===== config.mk =====
export PLATFORM = sky130hd
export DESIGN_NAME = execute_bru_issue_sched
export DESIGN_NICKNAME = d
export VERILOG_FILES = /design/src/rtl/execute_bru_pkg.sv /design/src/rtl/execute_bru_iq_entry.sv /design/src/rtl/execute_bru_issue_sched.sv
export SDC_FILE = /design/constraint.sdc
export NUM_CORES = 1
export LEC_CHECK = 0
export CORE_ASPECT_RATIO = 1.25
export CORE_MARGIN = 2
export CORE_UTILIZATION = 25
export CTS_CLUSTER_DIAMETER = 100
export DETAILED_ROUTE_END_ITERATION = 8
export GPL_ROUTABILITY_DRIVEN = 0
export PLACE_DENSITY = 0.49
export SLEW_MARGIN = 20
export SYNTH_ARGS = -nofsm -noshare
export SYNTH_HDL_FRONTEND = slang
export SYNTH_SLANG_ARGS = --single-unit

===== constraint.sdc =====
create_clock -name clk -period 9.8 [get_ports clk]
set_input_delay 1.96 -clock clk [delete_from_list [all_inputs] [get_ports clk]]
set_output_delay 1.96 -clock clk [all_outputs]
set_load 0.01 [all_outputs]

===== src/rtl/execute_bru_pkg.sv =====
// Shared types and widths for the branch-unit issue scheduler.
//   bru_uop_t : packed branch micro-op carried from dispatch to the BRU (115 bits)
//   wb_hit()  : writeback-broadcast tag match helper used by the wakeup logic
package execute_bru_pkg;

  localparam int unsigned BRU_UOP_W = 115;
  localparam int unsigned ROB_TAG_W = 4;
  localparam int unsigned DATA_W    = 32;

  typedef struct packed {
    logic [7:0]           bp_pattern;
    logic                 bp_taken;
    logic                 bp_hit;
    logic [31:0]          bp_target;
    logic [31:0]          pc;
    logic [20:0]          imm;
    logic [7:0]           fid;
    logic [3:0]           bru_cmd;
    logic [3:0]           bagu_cmd;
    logic [ROB_TAG_W-1:0] dst_rob;
  } bru_uop_t;

  // True when a valid writeback broadcast carries the given producer tag.
  function automatic logic wb_hit(input logic                 wb_valid,
                                  input logic [ROB_TAG_W-1:0] wb_rob,
                                  input logic [ROB_TAG_W-1:0] tag);
    return wb_valid && (wb_rob == tag);
  endfunction

endpackage


===== src/rtl/execute_bru_iq_entry.sv =====
// One issue-queue slot: uop payload, two operands (ready bit, producer tag,
// value) and the writeback wakeup/capture for each operand.
//   clk, resetn          : clock, async active-low reset (clears valid/rdy only)
//   i_flush              : drop the entry, ignore wakeup this cycle
//   i_we                 : enqueue into this slot (with same-cycle bypass)
//   i_clr                : slot is being issued, release it
//   i_uop, i_src*        : enqueue payload and operand state
//   i_wb_*               : writeback broadcast
//   o_valid, o_uop,
//   o_src*_rdy/_value    : current slot contents
module execute_bru_iq_entry
  import execute_bru_pkg::*;
(
  input  logic                 clk,
  input  logic                 resetn,
  input  logic                 i_flush,
  input  logic                 i_we,
  input  logic                 i_clr,
  input  bru_uop_t             i_uop,
  input  logic [ROB_TAG_W-1:0] i_src0_rob,
  input  logic [ROB_TAG_W-1:0] i_src1_rob,
  input  logic                 i_src0_rdy,
  input  logic                 i_src1_rdy,
  input  logic [DATA_W-1:0]    i_src0_value,
  input  logic [DATA_W-1:0]    i_src1_value,
  input  logic                 i_wb_valid,
  input  logic [ROB_TAG_W-1:0] i_wb_rob,
  input  logic [DATA_W-1:0]    i_wb_value,
  output logic                 o_valid,
  output bru_uop_t             o_uop,
  output logic                 o_src0_rdy,
  output logic                 o_src1_rdy,
  output logic [DATA_W-1:0]    o_src0_value,
  output logic [DATA_W-1:0]    o_src1_value
);

  logic                 valid_q, valid_d;
  logic [1:0]           rdy_q, rdy_d;
  logic [1:0]           wake;
  logic                 wr_en;
  bru_uop_t             uop_q;
  logic [ROB_TAG_W-1:0] tag_q [2];
  logic [DATA_W-1:0]    val_q [2];

  logic [1:0]           in_rdy;
  logic [ROB_TAG_W-1:0] in_tag [2];
  logic [DATA_W-1:0]    in_val [2];

  assign in_rdy    = {i_src1_rdy, i_src0_rdy};
  assign in_tag[0] = i_src0_rob;
  assign in_tag[1] = i_src1_rob;
  assign in_val[0] = i_src0_value;
  assign in_val[1] = i_src1_value;

  assign wr_en = i_we && !i_flush;

  // Control next-state: flush beats enqueue beats issue-release; wakeup only
  // touches not-ready operands of a live entry.
  always_comb begin
    valid_d = valid_q;
    rdy_d   = rdy_q;
    wake    = '0;
    if (i_flush) begin
      valid_d = 1'b0;
      rdy_d   = '0;
    end else if (i_we) begin
      valid_d = 1'b1;
      for (int k = 0; k < 2; k++) begin
        rdy_d[k] = in_rdy[k] || wb_hit(i_wb_valid, i_wb_rob, in_tag[k]);
      end
    end else begin
      if (i_clr) valid_d = 1'b0;
      for (int k = 0; k < 2; k++) begin
        wake[k] = valid_q && !rdy_q[k] && wb_hit(i_wb_valid, i_wb_rob, tag_q[k]);
        if (wake[k]) rdy_d[k] = 1'b1;
      end
    end
  end

  always_ff @(posedge clk or negedge resetn) begin
    if (!resetn) begin
      valid_q <= 1'b0;
      rdy_q   <= '0;
    end else begin
      valid_q <= valid_d;
      rdy_q   <= rdy_d;
    end
  end

  // Payload storage is intentionally not reset. A not-ready operand written at
  // enqueue takes i_wb_value, which is correct on a bypass hit and ignored otherwise.
  always_ff @(posedge clk) begin
    if (wr_en) begin
      uop_q <= i_uop;
      for (int k = 0; k < 2; k++) begin
        tag_q[k] <= in_tag[k];
        val_q[k] <= in_rdy[k] ? in_val[k] : i_wb_value;
      end
    end else begin
      for (int k = 0; k < 2; k++) begin
        if (wake[k]) val_q[k] <= i_wb_value;
      end
    end
  end

  assign o_valid      = valid_q;
  assign o_uop        = uop_q;
  assign o_src0_rdy   = rdy_q[0];
  assign o_src1_rdy   = rdy_q[1];
  assign o_src0_value = val_q[0];
  assign o_src1_value = val_q[1];

endmodule


===== src/rtl/execute_bru_issue_sched.sv =====
// In-order issue queue in front of the branch unit. Circular FIFO of DEPTH
// entries (power of two, 2..16); only the head may issue, and it issues as soon
// as both its operands are ready, with no backpressure from the BRU.
//   clk, resetn          : clock, async active-low reset
//   i_enq_* / o_enq_ready: enqueue handshake from dispatch with operand state
//   i_wb_*               : writeback broadcast used for wakeup
//   i_flush              : discard everything, block issue/enqueue this cycle
//   o_iss_*              : head entry issued this cycle (combinational)
//   o_count              : occupied entries
module execute_bru_issue_sched
  import execute_bru_pkg::*;
#(
  parameter int unsigned DEPTH = 4
) (
  input  logic                   clk,
  input  logic                   resetn,
  input  logic                   i_enq_valid,
  output logic                   o_enq_ready,
  input  bru_uop_t               i_enq_uop,
  input  logic [ROB_TAG_W-1:0]   i_enq_src0_rob,
  input  logic [ROB_TAG_W-1:0]   i_enq_src1_rob,
  input  logic                   i_enq_src0_rdy,
  input  logic                   i_enq_src1_rdy,
  input  logic [DATA_W-1:0]      i_enq_src0_value,
  input  logic [DATA_W-1:0]      i_enq_src1_value,
  input  logic                   i_wb_valid,
  input  logic [ROB_TAG_W-1:0]   i_wb_rob,
  input  logic [DATA_W-1:0]      i_wb_value,
  input  logic                   i_flush,
  output logic                   o_iss_valid,
  output bru_uop_t               o_iss_uop,
  output logic [DATA_W-1:0]      o_iss_src0_value,
  output logic [DATA_W-1:0]      o_iss_src1_value,
  output logic [$clog2(DEPTH):0] o_count
);

  localparam int unsigned PTR_W = $clog2(DEPTH);
  localparam int unsigned CNT_W = PTR_W + 1;

  logic [PTR_W-1:0] head_q, head_d;
  logic [PTR_W-1:0] tail_q, tail_d;
  logic [CNT_W-1:0] count_q, count_d;

  logic enq_fire;
  logic iss_fire;

  logic              ent_valid    [DEPTH];
  bru_uop_t          ent_uop      [DEPTH];
  logic              ent_src0_rdy [DEPTH];
  logic              ent_src1_rdy [DEPTH];
  logic [DATA_W-1:0] ent_src0_val [DEPTH];
  logic [DATA_W-1:0] ent_src1_val [DEPTH];

  // Readiness uses the registered count only; an issue this cycle frees no slot.
  assign o_enq_ready = (count_q < CNT_W'(DEPTH)) && !i_flush;
  assign enq_fire    = i_enq_valid && o_enq_ready;

  assign iss_fire = (count_q != '0) && ent_valid[head_q] &&
                    ent_src0_rdy[head_q] && ent_src1_rdy[head_q] && !i_flush;

  for (genvar g = 0; g < DEPTH; g++) begin : g_entry
    execute_bru_iq_entry u_entry (
      .clk          (clk),
      .resetn       (resetn),
      .i_flush      (i_flush),
      .i_we         (enq_fire && (tail_q == PTR_W'(g))),
      .i_clr        (iss_fire && (head_q == PTR_W'(g))),
      .i_uop        (i_enq_uop),
      .i_src0_rob   (i_enq_src0_rob),
      .i_src1_rob   (i_enq_src1_rob),
      .i_src0_rdy   (i_enq_src0_rdy),
      .i_src1_rdy   (i_enq_src1_rdy),
      .i_src0_value (i_enq_src0_value),
      .i_src1_value (i_enq_src1_value),
      .i_wb_valid   (i_wb_valid),
      .i_wb_rob     (i_wb_rob),
      .i_wb_value   (i_wb_value),
      .o_valid      (ent_valid[g]),
      .o_uop        (ent_uop[g]),
      .o_src0_rdy   (ent_src0_rdy[g]),
      .o_src1_rdy   (ent_src1_rdy[g]),
      .o_src0_value (ent_src0_val[g]),
      .o_src1_value (ent_src1_val[g])
    );
  end

  // Pointer/count next-state; power-of-two depth lets the pointers wrap naturally.
  always_comb begin
    head_d  = head_q;
    tail_d  = tail_q;
    count_d = count_q;
    if (i_flush) begin
      head_d  = '0;
      tail_d  = '0;
      count_d = '0;
    end else begin
      if (enq_fire) tail_d = tail_q + PTR_W'(1);
      if (iss_fire) head_d = head_q + PTR_W'(1);
      case ({enq_fire, iss_fire})
        2'b10:   count_d = count_q + CNT_W'(1);
        2'b01:   count_d = count_q - CNT_W'(1);
        default: count_d = count_q;
      endcase
    end
  end

  always_ff @(posedge clk or negedge resetn) begin
    if (!resetn) begin
      head_q  <= '0;
      tail_q  <= '0;
      count_q <= '0;
    end else begin
      head_q  <= head_d;
      tail_q  <= tail_d;
      count_q <= count_d;
    end
  end

  assign o_iss_valid      = iss_fire;
  assign o_iss_uop        = ent_uop[head_q];
  assign o_iss_src0_value = ent_src0_val[head_q];
  assign o_iss_src1_value = ent_src1_val[head_q];
  assign o_count          = count_q;

endmodule


=== Word level (Yosys, flattened, before mapping) ===
Memory sizes are Yosys's and may differ from the RTL's.
Index checks and enable logic that the tools add are counted.

* Logic and storage cells: 271
* Latch bits: 0
* Memories: 8
* Flip-flop bits (word level): 479
* Memory bits (read-only): 0
* Memory bits (writable): 288
* Output and inout bits: 184

{| class="wikitable"
|+ Memories
! memory !! depth !! width !! read ports !! clocked after Yosys merged registers in !! wr ports !! RTL line !! source
|-
| g_entry[0].u_entry.val_q || 2 || 32 || 2 || 0 || 2 || execute_bru_iq_entry.sv:43 || <nowiki>logic [DATA_W-1:0] val_q [2];</nowiki>
|-
| g_entry[1].u_entry.val_q || 2 || 32 || 2 || 0 || 2 || execute_bru_iq_entry.sv:43 ||
|-
| g_entry[2].u_entry.val_q || 2 || 32 || 2 || 0 || 2 || execute_bru_iq_entry.sv:43 ||
|-
| g_entry[3].u_entry.val_q || 2 || 32 || 2 || 0 || 2 || execute_bru_iq_entry.sv:43 ||
|-
| g_entry[0].u_entry.tag_q || 2 || 4 || 2 || 0 || 2 || execute_bru_iq_entry.sv:42 || <nowiki>logic [ROB_TAG_W-1:0] tag_q [2];</nowiki>
|-
| g_entry[1].u_entry.tag_q || 2 || 4 || 2 || 0 || 2 || execute_bru_iq_entry.sv:42 ||
|-
| +2 memories || - || - || - || - || - || - ||
|}

* Bitwise gates (word level): 9
* Shifts and indexed selects: 0
* Reductions and logical operators: 73
* Divide/modulo/power cells: 0
* Muxes and demuxes: 102
* Equal/unequal tests: 18
* $mul: 0
* $lt $le $gt $ge: 2
* $add $sub $neg: 4

{| class="wikitable"
|+ Operator list
! cell !! count
|-
| 2-to-1 mux 32 bit || 14
|-
| binary-select mux 115 bit (select 2 bit) || 1
|-
| 2-to-1 mux 115 bit || 2
|-
| binary-select mux 32 bit (select 2 bit) || 2
|-
| 2-to-1 mux 1 bit || 58
|-
| logical AND 1 bit || 44
|-
| nonzero test 3 bit || 14
|-
| == test 4 bit || 10
|-
| 2-to-1 mux 2 bit || 20
|-
| == test 2 bit, second input constant || 5
|-
| logical NOT 1 bit || 9
|-
| bitwise OR 1 bit || 8
|-
| binary-select mux 1 bit (select 2 bit) || 3
|-
| == test 2 x 1 -> 1 bit, second input constant || 3
|-
| one-hot mux 3 bit (2 select lines) || 1
|-
| adder 2 x 1 -> 2 bit, second input constant || 2
|-
| logical NOT 2 bit || 2
|-
| nonzero test 2 bit || 2
|-
| adder 3 x 1 -> 3 bit, second input constant || 1
|-
| greater-or-equal comparator 3 bit, second input constant || 1
|-
| less-than comparator 3 bit, second input constant || 1
|-
| 2-to-1 mux 3 bit || 1
|-
| inverter 2 -> 3 bit || 1
|-
| subtractor 3 x 1 -> 3 bit, second input constant || 1
|-
| logical OR 1 bit || 2
|}

=== Longest topological paths before layout ===
Gate-level depths: netlist of the first run.

* Depth in word-level cells: 12
* Gate-level depth with buffers: 11
* Mapped depth without buffers: 9

=== Modules after synthesis ===
A second synthesis of the first run with hierarchy kept.

* Cells, all modules: 1489
* Area total of the unflattened synthesis: 33065.5 um^2

{| class="wikitable"
|+ By module, submodules not included
! module !! area each (um^2) !! instances !! cells an instance !! seq. area each (um^2)
|-
| execute_bru_iq_entry || 7053.0 || 4 || 302 || 5690.5
|-
| execute_bru_issue_sched || 4853.4 || 1 || 281 || 175.2
|}

=== Worst setup path after synthesis of the first run ===
Ideal clock, no wire load.

* Path type: input-to-reg
* Start point: input i_flush
* End point: register g_entry[1].u_entry.uop_q (netlist bit g_entry[1].u_entry.o_uop[0]), enable pin
* Data required time: 9.322 ns
* Setup slack: 4.489 ns
* Cell stages on the path: 3
* Arrival time: 4.834 ns
* Buffers on the path: 0
* Cells stage by stage: nor2_1 -> nand3_1 -> inv_1

* Word-level cells in the longest chain between the ends: 5

{| class="wikitable"
|+ RTL lines
! element !! RTL line !! source
|-
| from (decl) || execute_bru_issue_sched.sv:29 || <nowiki>input logic i_flush,</nowiki>
|-
| logical NOT 1 bit * || execute_bru_iq_entry.sv:55, execute_bru_issue_sched.sv:55 ||
|-
| logical AND 1 bit || execute_bru_issue_sched.sv:55 || <nowiki>assign o_enq_ready = (count_q < CNT_W'(DEPTH)) && !i_flush;</nowiki>
|-
| logical AND 1 bit || execute_bru_issue_sched.sv:56 || <nowiki>assign enq_fire = i_enq_valid && o_enq_ready;</nowiki>
|-
| logical AND 1 bit || execute_bru_issue_sched.sv:66 || <nowiki>.i_we (enq_fire && (tail_q == PTR_W'(g))),</nowiki>
|-
| logical AND 1 bit * || execute_bru_iq_entry.sv:55 || <nowiki>assign wr_en = i_we && !i_flush;</nowiki>
|-
| to (signal assigned) || execute_bru_iq_entry.sv:94 || <nowiki>uop_q <= i_uop;</nowiki>
|-
| to (decl) || execute_bru_iq_entry.sv:41 || <nowiki>bru_uop_t uop_q;</nowiki>
|}

Every way passes the cells marked *; elsewhere a longest branch is shown, timed or not.
A chain may end at the register's enable or synchronous reset.

==> results of run 1 <==
-- final timing paths --
kind                                             start                          end  slack (ps)  cells after the start
min in group asynchronous                       resetn                    tail_q[1]        1820                      1
hold reg to reg            g_entry[3].u_entry.rdy_q[1]  g_entry[3].u_entry.rdy_q[1]         560                      2
setup reg to reg                             head_q[0]                   o_count[1]        5960                     10
hold / removal             g_entry[3].u_entry.rdy_q[1]  g_entry[3].u_entry.rdy_q[1]         560                      2
setup / recovery                             head_q[1]                o_iss_uop[18]        3730                      4
max in group asynchronous                       resetn                    head_q[1]        7260                      1
-- cells by family after synthesis --
| group | share of synthesized area |
|---|---|
| AND/OR/NAND/NOR | 0.0163 |
| AO/OA/AOI/OAI | 0.00422 |
| buffers and inverters | 0.0153 |
| multiplexers | 0.225 |
| flip-flops | 0.723 |
| XOR/XNOR | 0.0123 |
| adder cells (fa/ha/maj) | 0.00379 |
-- cell type report --
cell class              count  area (µm²)  share of cell area
well taps                1702        2130              0.0524
clock inverters            51         594              0.0146
flip-flops and latches    767       22900               0.565
repair buffers            439        4340               0.107
multi-input cells         600        8350               0.205
diodes                      5        12.5            0.000308
inverters                  12        65.1             0.00160
clock buffers             106        2210              0.0543
-- metrics by stage --
step	hold slack, ps	util	worst slack, ps	area [µm²]	instances
after floorplan	505	-	4490	31700	1452
after global placement	552	0.299	3930	37800	3520
after detailed placement	548	0.299	3880	37800	3520
after CTS	563	0.321	3520	40600	3677
after global routing	588	0.322	3440	40600	3681
final	558	0.322	3730	40600	3682
-- sequential cells by signal, summed over array words and instances (netlist names) --
register,flops
o_count,3
tail_q,2
g_entry.u_entry.rdy_q,8
g_entry.u_entry.val_q,256
g_entry.u_entry.o_valid,4
head_q,2
g_entry.u_entry.tag_q,32
g_entry.u_entry.o_uop,460
-- synthesized netlist by cell type, types with 2 or more instances --
| cell | count | area share |
|---|---|---|
| a21oi_1 | 7 | 0.0011 |
| mux2_1 | 2 | 0.00071 |
| edfxtp_1 | 748 | 0.71 |
| nand3_1 | 25 | 0.0039 |
| a31o_2 | 6 | 0.0017 |
| xnor2_1 | 16 | 0.0044 |
| nor2_1 | 10 | 0.0012 |
| nand3b_1 | 4 | 0.00095 |
| dfrtp_1 | 19 | 0.015 |
| o311ai_0 | 2 | 0.00055 |
| buf_2 | 34 | 0.0054 |
| nand4_1 | 8 | 0.0016 |
| xor2_1 | 26 | 0.0072 |
| nand2_1 | 21 | 0.0025 |
| buf_12 | 6 | 0.0038 |
| mux2_4 | 60 | 0.028 |
| buf_1 | 6 | 0.00071 |
| nand3_2 | 2 | 0.00063 |
| nor3_1 | 9 | 0.0014 |
| buf_4 | 7 | 0.0017 |
| ha_1 | 8 | 0.0032 |
| nand4b_1 | 2 | 0.00055 |
| mux4_2 | 179 | 0.13 |
| clkbuf_1 | 20 | 0.0024 |
| nor2b_1 | 3 | 0.00059 |
| or4_4 | 2 | 0.00071 |
| nand3_4 | 2 | 0.0011 |
| inv_1 | 12 | 0.0014 |
| mux2_2 | 194 | 0.069 |
-- worst max-delay path: cells and delay by family, from the launching register on --
family | cells | cell delay (ps)
buf+inv | 3 | 2030
mux | 1 | 420
flops | 1 | 890
-- report_power, final --
part / internal (mW) / total, mW / switching, mW
Clock: 1.81 / 3.17 / 1.37
Combinational: 0.308 / 0.591 / 0.283
Sequential: 3.72 / 3.74 / 0.0244
Total: 5.84 / 7.51 / 1.67
-- layer usage --
layer,up-vias,share of wire
met5,-,0.0022
met2,429,0.50
li1,6958,-
met4,30,0.019
met3,118,0.078
met1,8511,0.40
==> out/qor.txt, run 1 <==
DP HPWL: 51300 µm
M3 GR Usage: 0.0480
Pwr Density: 185 nW/µm²
die area: 130000 µm²
core area: 126000 µm²
critical path class: reg -> out
PortBufs: 413
syn_nets: 1691
Initial DRT Pass Iterations: 5
Seq cells post-synth: 767
Final Slew Violations: 0
crit-path cells: buf_4 -> buf_4 -> mux4_2 -> clkdlybuf4s50_1
Clock Latency Late Sink: 710 ps
Post-CTS Setup Repair Bufs: 0
ANT nets after route: 0
Max FO, Critical Path: 54
most frequent CP cell: buf_4
DRC Markers: 0
final worst-path cycle share: 0.619
max-cap viol count: 0
CTS tree: done
fin crit period: 6070 ps
vias per cell: 4.36
row count: 146
Hold Crit Class: reg -> reg
largest net degree at the start of global routing: 92
Main synth FF type: edfxtp_1
Yosys warnings: 0
initial antenna violation count: 20
Netlist Area Pre-Place: 31700 µm²
clock sink total: 767
LEAKAGE: 12.8 nW
Starting Density: 0.251
Area Overhead vs Synth: 28.1%
total gr overflow: 0
setup TNS: 0 ps
post-DR wirelength/cell: 23.3 µm
post-CTS sizing: 0
WP data arrival: 4110 ps
Worst setup EP type: output port
f_max: 165 MHz
global-route wire length before repair: 123000 µm
final hold vios: 0
clk_skew: 64.0 ps
vias in the first global route: 17800
met1 GRT Util: 0.153
vias: 16000
slew of the pin with the lowest slew margin: 960 ps
fraction of registers with async set or reset after synthesis: 0.0248
GRT Total Usage: 0.131
Avg Cell Area, Syn: 21.9 µm²
share of cells above drive strength 1: 0.307
height of the die: 402 µm
Syn Inst Count: 1452
H-tree Lvls: 3
Worst Path Required: 7840 ps
Startpoint Class: flop
# IOs: 414
most common cell after layout, fill and taps aside: edfxtp_1
clock buffer depth: 3
slowest CP cell: dfrtp_4
initial drt markers: 895
RSZ-0062 raised after global routing: false
Reg clk slew, reported paths: 60 ps
Post-Route WL: 85700 µm
Peak supply drop: 0.000138 V
Yosys cell types: 41
worst rel slew slack: 0.360
most frequent cells in the layout: edfxtp_1, clkdlybuf4s50_1, mux2_2
Critical Path Max Stage Delay: 890 ps
filler cell count: 12200
Setup violations, final: 0
Num CTS Buffers: 85
post-synthesis sequential area ratio: 0.723
Total Power: 7.51 mW
EDFF count, synth: 748
Die X: 323 µm
Post-CTS Hold Buffers: 0
Root Driver: clkbuf_16
met2 Track Usage GR: 0.222
status: complete, no violations
GRT busiest layer: met2
Nets: 2144
No activity file was read; power rests on OpenSTA's default activity.
==> run 2: changes to the inputs <==
==> constraint.sdc (replaced) <==
create_clock -name clk -period 5.6 [get_ports clk]
set_input_delay 1.12 -clock clk [delete_from_list [all_inputs] [get_ports clk]]
set_output_delay 1.12 -clock clk [all_outputs]
set_load 0.01 [all_outputs]
==> run 2 against run 1 <==
Effect of this change: count of clock-buffer cells in the layout down 8; power up 76%; via count up 0.44%; largest cell class unchanged; sequential power up 75%; largest power group unchanged; global-route usage up 0.079 points; register-to-register slack worse by 3400 ps; routed wire length up 0.33%; die area unchanged; final cell count up 0.11%; sequential share of layout area down 0.27 points; worst setup slack worse by 2600 ps; non-clock buffer count up 6.
==> out/qor.txt, run 2 (synthesized netlist as in run 1, its figures left out) <==
met2 Track Usage GR: 0.224
H-tree Lvls: 3
status: complete, no violations
vias in the first global route: 17600
LEAKAGE: 12.9 nW
GRT Total Usage: 0.132
GRT busiest layer: met2
slew of the pin with the lowest slew margin: 914 ps
Reg clk slew, reported paths: 60 ps
vias: 16100
die area: 130000 µm²
Hold Crit Class: reg -> reg
final hold vios: 0
Worst setup EP type: output port
M3 GR Usage: 0.0466
Die X: 323 µm
most common cell after layout, fill and taps aside: edfxtp_1
share of cells above drive strength 1: 0.312
row count: 146
ANT nets after route: 0
clock buffer depth: 3
critical path class: reg -> out
# IOs: 414
global-route wire length before repair: 124000 µm
initial drt markers: 1141
initial antenna violation count: 24
Setup violations, final: 0
post-CTS sizing: 0
Num CTS Buffers: 84
PortBufs: 413
post-DR wirelength/cell: 23.3 µm
Area Overhead vs Synth: 28.7%
Hold Path Stages: 1
vias per cell: 4.37
setup TNS: 0 ps
height of the die: 402 µm
f_max: 226 MHz
filler cell count: 12200
Max FO, Critical Path: 56
most frequent cells in the layout: edfxtp_1, clkdlybuf4s50_1, mux2_2
Largest register FFs: 460
Startpoint Class: flop
Clock Latency Late Sink: 700 ps
largest net degree at the start of global routing: 87
Post-CTS Hold Buffers: 0
met1 GRT Util: 0.153
DP HPWL: 54800 µm
fin crit period: 4420 ps
max-cap viol count: 0
WP data arrival: 3300 ps
DRC Markers: 0
worst reg-to-reg path cell count: 9
Starting Density: 0.251
Final Slew Violations: 0
Post-CTS Setup Repair Bufs: 0
CTS tree: done
worst rel slew slack: 0.389
Worst Path Required: 4480 ps
clock sink total: 767
Initial DRT Pass Iterations: 7
Post-Route WL: 85900 µm
RSZ-0062 raised after global routing: false
Peak supply drop: 0.000253 V
core area: 126000 µm²
Nets: 2149
total gr overflow: 0
Root Driver: clkbuf_16
clk_skew: 53.0 ps
final core utilization: 0.323
Pwr Density: 324 nW/µm²
final worst-path cycle share: 0.790
-- run 2: cell types whose count changed in the layout (fill, tap and decap cells not counted), sizes merged --
cell,delta
clkbuf,-8
buf,+6
clkinv,-5
inv,+5
clkinvlp,+4
bufinv,+2
-- run 2: stage by stage --
stage	instances	total power [mW]	instance area [µm²]	hold slack, ps	setup slack [ps]
floorplan	1452	7.15	31700	505	1130
global placement	3526	7.71	38000	539	1080
global route	3683	13.7	40800	571	912
finish	3686	13.2	40800	552	1180
CTS	3681	13.5	40800	552	998
detailed placement	3526	7.74	38000	538	1020
-- run 2: path summary, 6_finish.rpt --
kind	slack, ps	to	start
min in group asynchronous	950	o_count[0]	resetn
min	550	g_entry[3].u_entry.o_valid	g_entry[3].u_entry.o_valid
max in group asynchronous	3960	head_q[1]	resetn
max reg2reg	2540	o_count[1]	head_q[0]
min reg2reg	550	g_entry[3].u_entry.o_valid	g_entry[3].u_entry.o_valid
max	1180	o_iss_uop[0]	head_q[0]
-- run 2: per-layer routing --
layer / part of all wire / wire [µm]
met4: 0.024 / 2020
met2: 0.50 / 43300
met1: 0.39 / 33500
met5: 0.0024 / 210
met3: 0.081 / 6970
-- run 2: power by group --
group          leakage, nW  total, mW  internal [mW]  switching [mW]
logic                 4.50       1.04          0.546           0.498
clock network         1.35       5.64           3.23            2.42
registers             7.05       6.55           6.51          0.0425
-- run 2: area by class of cell --
| cell class | count | area (µm²) | area share |
|---|---|---|---|
| Sequential cell | 767 | 22900 | 0.562 |
| Multi-Input combinational cell | 600 | 8370 | 0.205 |
| Timing Repair Buffer | 445 | 4490 | 0.110 |
| Clock buffer | 98 | 2150 | 0.0528 |
| Tap cell | 1702 | 2130 | 0.0521 |
| Clock inverter | 57 | 672 | 0.0165 |
| Inverter | 12 | 65.1 | 0.00159 |
| Antenna cell | 5 | 12.5 | 0.000306 |
-- run 2: worst max-delay path, cell delays in order, from the launching register on --
cell and delay (ps):
dfrtp_4 860, buf_12 470, mux4_2 580, clkdlybuf4s50_1 620
